==> src/rtl/branch_predictor_unit.sv <==
// Direct-mapped BTB with 2-bit saturating counters: zero-latency IF lookup, EX-stage update and mispredict flush.
// Optional perf counters (BRANCH_COUNT, MISPREDICT_COUNT) are enabled with BP_PERF_COUNTERS_EN.
module branch_predictor_unit #(
    parameter int INDEX_BITS = 4
) (
    input  logic        CLK,
    input  logic        RESET,
    input  logic [31:0] PC_IF,
    output logic        PREDICT_TAKEN,
    output logic [31:0] PREDICT_TARGET,
    input  logic        UPDATE_EN,
    input  logic        UPDATE_JUMP,
    input  logic [31:0] PC_EX,
    input  logic        BRANCH_TAKEN,
    input  logic [31:0] TARGET_EX,
    input  logic        PRED_TAKEN_EX,
    input  logic [31:0] PRED_TARGET_EX,
    output logic        MISPREDICT,
    output logic [31:0] CORRECT_PC
`ifdef BP_PERF_COUNTERS_EN
    ,
    output logic [31:0] BRANCH_COUNT,
    output logic [31:0] MISPREDICT_COUNT
`endif
);

    localparam int ENTRIES  = 1 << INDEX_BITS;
    localparam int TAG_BITS = 30 - INDEX_BITS;

    logic [ENTRIES-1:0]  valid_reg;
    logic [TAG_BITS-1:0] tag_reg     [ENTRIES];
    logic [31:0]         target_reg  [ENTRIES];
    logic [1:0]          counter_reg [ENTRIES];

    logic [INDEX_BITS-1:0] if_idx;
    logic [TAG_BITS-1:0]   if_tag;
    logic                  if_hit;
    logic [INDEX_BITS-1:0] ex_idx;
    logic [TAG_BITS-1:0]   ex_tag;
    logic                  ex_hit;
    logic [1:0]            ex_counter;

    logic        upd_write;
    logic [1:0]  upd_counter;
    logic [31:0] upd_target;

    // Lookup reads the registered state directly, so a same-cycle update is not bypassed.
    assign if_idx = PC_IF[INDEX_BITS+1:2];
    assign if_tag = PC_IF[31:INDEX_BITS+2];
    assign if_hit = valid_reg[if_idx] && (tag_reg[if_idx] == if_tag);

    always_comb begin
        PREDICT_TAKEN  = if_hit && counter_reg[if_idx][1];
        PREDICT_TARGET = PREDICT_TAKEN ? target_reg[if_idx] : PC_IF + 32'd4;
    end

    always_comb begin
        MISPREDICT = 1'b0;
        CORRECT_PC = PC_EX + 32'd4;
        if (UPDATE_EN) begin
            if (BRANCH_TAKEN) begin
                CORRECT_PC = TARGET_EX;
            end
            MISPREDICT = (BRANCH_TAKEN != PRED_TAKEN_EX) ||
                         (BRANCH_TAKEN && PRED_TAKEN_EX && (TARGET_EX != PRED_TARGET_EX));
        end
    end

    assign ex_idx     = PC_EX[INDEX_BITS+1:2];
    assign ex_tag     = PC_EX[31:INDEX_BITS+2];
    assign ex_hit     = valid_reg[ex_idx] && (tag_reg[ex_idx] == ex_tag);
    assign ex_counter = counter_reg[ex_idx];

    // A jump reported as not taken is treated as a plain not-taken branch.
    always_comb begin
        upd_write   = 1'b0;
        upd_counter = ex_counter;
        upd_target  = target_reg[ex_idx];
        if (UPDATE_EN) begin
            if (ex_hit) begin
                upd_write = 1'b1;
                if (BRANCH_TAKEN && UPDATE_JUMP) begin
                    upd_counter = 2'b11;
                    upd_target  = TARGET_EX;
                end else if (BRANCH_TAKEN) begin
                    upd_counter = (ex_counter == 2'b11) ? 2'b11 : ex_counter + 2'd1;
                    upd_target  = TARGET_EX;
                end else begin
                    upd_counter = (ex_counter == 2'b00) ? 2'b00 : ex_counter - 2'd1;
                end
            end else if (BRANCH_TAKEN) begin
                upd_write   = 1'b1;
                upd_counter = UPDATE_JUMP ? 2'b11 : 2'b10;
                upd_target  = TARGET_EX;
            end
        end
    end

    always_ff @(posedge CLK) begin
        if (RESET) begin
            valid_reg <= '0;
            for (int i = 0; i < ENTRIES; i++) begin
                counter_reg[i] <= 2'b01;
            end
        end else if (upd_write) begin
            valid_reg[ex_idx]   <= 1'b1;
            tag_reg[ex_idx]     <= ex_tag;
            target_reg[ex_idx]  <= upd_target;
            counter_reg[ex_idx] <= upd_counter;
        end
    end

`ifdef BP_PERF_COUNTERS_EN
    logic [31:0] branch_count_reg;
    logic [31:0] mispredict_count_reg;

    always_ff @(posedge CLK) begin
        if (RESET) begin
            branch_count_reg     <= '0;
            mispredict_count_reg <= '0;
        end else begin
            if (UPDATE_EN) begin
                branch_count_reg <= branch_count_reg + 32'd1;
            end
            if (MISPREDICT) begin
                mispredict_count_reg <= mispredict_count_reg + 32'd1;
            end
        end
    end

    assign BRANCH_COUNT     = branch_count_reg;
    assign MISPREDICT_COUNT = mispredict_count_reg;
`endif

endmodule

==> config.mk <==
export PLATFORM = sky130hd
export DESIGN_NAME = branch_predictor_unit
export DESIGN_NICKNAME = d
export VERILOG_FILES = /design/src/rtl/branch_predictor_unit.sv
export SDC_FILE = /design/constraint.sdc
export NUM_CORES = 2
export LEC_CHECK = 0
export BUFFER_PORTS_ARGS = -buffer_cell sky130_fd_sc_hd__buf_2
export CORE_ASPECT_RATIO = 0.6
export CORE_UTILIZATION = 53
export CTS_BUF_LIST = sky130_fd_sc_hd__clkbuf_8
export DETAILED_ROUTE_END_ITERATION = 8
export GPL_TIMING_DRIVEN = 0
export MAX_ROUTING_LAYER = met4
export PLACE_DENSITY = 0.7
export SYNTH_ARGS = -nofsm -noshare
export SYNTH_HDL_FRONTEND = slang
export SYNTH_SLANG_ARGS = --single-unit
export TNS_END_PERCENT = 50
==> constraint.sdc <==
create_clock -name CLK -period 12.4 [get_ports CLK]
set_input_delay 1.24 -clock CLK [delete_from_list [all_inputs] [get_ports CLK]]
set_output_delay 1.24 -clock CLK [all_outputs]
set_load 0.05 [all_outputs]
==> flow_summary.toml <==
[grt]
grt_overflow_total = 0
busiest_layer = "met1"
met1_usage_pct = 56.4
grtUsageTotal_pct = 39.6
grt_pass1_wl_um = 240000
grtUsageMet3_pct = 18.3
grt_util_met2_pct = 50.0
antenna_found_initial = 14
grt_max_degree = 24
grt_pass1_vias = 31100

[timing]
finalSetupViolations = 0
drv_slew = 11
period_share_pct = 75.0
finClkSkew_ns = 0.0492
fin_ws_ns = 3.09
period_minus_slack_ns = 9.31
rsz0062_at_grt = "no"
worst_pin_slew_ns = 1.53
hold_violations = 0
max_slew_margin_pct = -2.20
max_freq_ghz = 0.107

[place]
dp_hpwl_um = 130000
io_buffers = 195
dp_slack_ns = 3.37
gp_congestion = 1.01
dp_cells = 4159

[route]
viasPerCell = 7.26
wirelength_um = 175000
route.detailed.drc = 0
first_pass_iters = 6
vias = 32200
first_iter_violations = 5885
wl_per_cell_um = 39.4
ant_nets = 0

[clock_tree]
cts_setup_buffers = 0
clk_latency_ns = 0.88
numCtsBuffers = 146
clockBufferDepth = 3
clk_pin_slew_ns = 0.06
htree_levels = 4
cts_sinks = 976
postCtsHoldBufs = 0
cts_tree = "yes"
post_cts_resized = 0
root_buffer = "clkbuf_8"

[run_status]
status = "finished, violations left"
violations = "capacitance limit, slew limit"

[synthesis]
syn_inst = 2610
synth_edf_count = 960
synth_commonest_cells = "960 x edfxtp_1, 539 x mux4_2, 182 x nand2_1"
synth.area.top_cells = "edfxtp_1 60%, mux4_2 25%, xnor2_1 1.7%, nand2_1 1.4%, mux2i_1 1.4%"
synth-seq-cells = 976
ys.warnings.count = 0
async_reset_ff_share_pct = 0
yosys.cell_types.count = 70
syn_nets = 2750
yosysMostFrequentCell = "edfxtp_1"
synthFlopType = "edfxtp_1"
netlist_area_sq_um = 48000
seq_area_frac_synth_pct = 60.7
synth_top_cell_by_area = "edfxtp_1"
synth_top_cell_area_share_pct = 60.1
syn_area_per_cell_sq_um = 18.4

[setup_path]
r2r_slack_ns = 6.22
cp-start-kind = "primary input"
r2r-start = "tag_reg[6][18]"
r2r_cells = 19
crit_type = "in2out"
required_ns = 11.16
rr_endpoint = "target_reg[13][20]"
cp-end-kind = "primary output"
cp_max_fo = 10
critical_path_arrival_ns = 8.07

[layout]
final_nets = 3229
stdcell_count = 4434
post-route-util_pct = 61.2
largest_register_ffs = 512
drive_gt1_share_pct = 36.1
area_growth_pct = 14.3

[power]
peakVddDrop_mv = 0.0992
leakagePower_nw = 17.8
finalPower_w = 0.00714
p_per_area_nw_per_um2 = 130

[die]
io_pins = 200
core_region_area_sq_um = 89700
die_w_um = 390
die_h_um = 235
die_area_sq_um = 91800
row_count = 85
start_util_pct = 53.5

[worst_hold_path]
hp-start = "valid_reg[8]"
holdPathStages = 2
worstHoldPathType = "reg2reg"
hold_path_end = "valid_reg[8]"

[run]
maxCapViolations = 2
## area by class of cell
class / count / area (sq um)
Timing Repair Buffer: 331 / 2540
Buffer: 200 / 937
Tap cell: 1218 / 1520
Sequential cell: 976 / 29100
Multi-Input combinational cell: 1401 / 17900
Antenna cell: 22 / 55.1
Clock inverter: 102 / 597
Clock buffer: 151 / 2080
Inverter: 33 / 124
Fill cell: 6503 / 34800
## through the flow
stage / instance area, sq um / setup TNS, ns / hold WS (ns)
global route: 54900 / 0 / 0.500
detailed placement: 52100 / 0 / 0.469
floorplan: 48000 / 0 / 0.444
global placement: 50500 / -3958.93 / 0.458
CTS: 54800 / 0 / 0.473
finish: 54900 / 0 / 0.478
## power breakdown
group / total (W) / internal (W) / leakage (nW) / switching (W)
clock network: 0.00257 / 0.00124 / 1.52 / 0.00133
logic: 0.000888 / 0.000301 / 7.47 / 0.000588
registers: 0.00369 / 0.00368 / 8.77 / 0.0000101
total: 0.00714 / 0.00522 / 17.8 / 0.00193
## cells in the final DEF, fill, tap and decap left out, types with 6 or more instances in the layout
cell type and count:
mux4_2 539, nor3_2 15, nor2b_1 12, buf_6 124, nor2_1 68, buf_2 223, mux2i_1 67, buf_8 12
nand4_1 26, mux2_2 20, xor2_1 41, o32ai_1 16, nor3_1 12, clkinv_1 31, ha_1 6, clkinv_2 17
a22o_1 7, diode_2 22, edfxtp_1 960, buf_4 14, inv_1 71, nor4_1 24, nand3_1 33, o31ai_1 20
dfxtp_1 16, clkbuf_1 111, xnor2_1 91, nand2_1 182, buf_1 37, or4b_1 16, clkbuf_8 151, o211ai_1 10
a21oi_1 45, a22oi_1 16, and3_1 9, o21ai_0 51, o22ai_1 8
## worst max-delay path by stage
stage                     startpoint                 end  slack (ns)  depth (start not counted)
after floorplan             PC_EX[2]       tag_reg[3][0]        3.75                         15
after global placement      PC_EX[3]   target_reg[3][19]       -5.09                         15
after detailed placement    PC_IF[2]  PREDICT_TARGET[22]        3.37                         16
after CTS                   PC_IF[2]  PREDICT_TARGET[28]        3.36                         16
after global routing        PC_IF[2]  PREDICT_TARGET[26]        3.08                         16
final                       PC_IF[2]  PREDICT_TARGET[26]        3.09                         16
## cells by family (layout without fill, tap and decap cells)
group / Yosys count / in the layout / synth area share, %
and+or+nand+nor: 426 / 426 / 4.34
other: 0 / 22 / 0
xor gates and xnor gates: 132 / 132 / 2.41
adders and majority gates: 6 / 6 / 0.156
buffers and inverters: 233 / 817 / 2.20
muxes: 626 / 626 / 27.2
DFF: 976 / 976 / 60.7
AOI/OAI and AO/OA: 211 / 211 / 2.99
## routing by layer
metal  vias to the layer above  share of wire, %
met5                         -                 0
met2                      3140                41
met3                       395                19
li1                      12000                 -
met1                     16600                37
met4                         0               3.4
## critical path: stages
cell,delay (ns)
buf_2,0.14
buf_2,0.41
buf_2,0.43
buf_1,0.91
clkbuf_1,0.77
clkbuf_1,0.50
o211ai_1,0.17
o211ai_1,0.14
o21ai_0,0.13
o21ai_0,0.93
nor4b_1,0.12
nand4_1,0.71
clkbuf_1,0.60
nor2_1,0.13
a21oi_1,0.34
buf_2,0.34
Note: power is estimated with default switching activity, not from simulation.
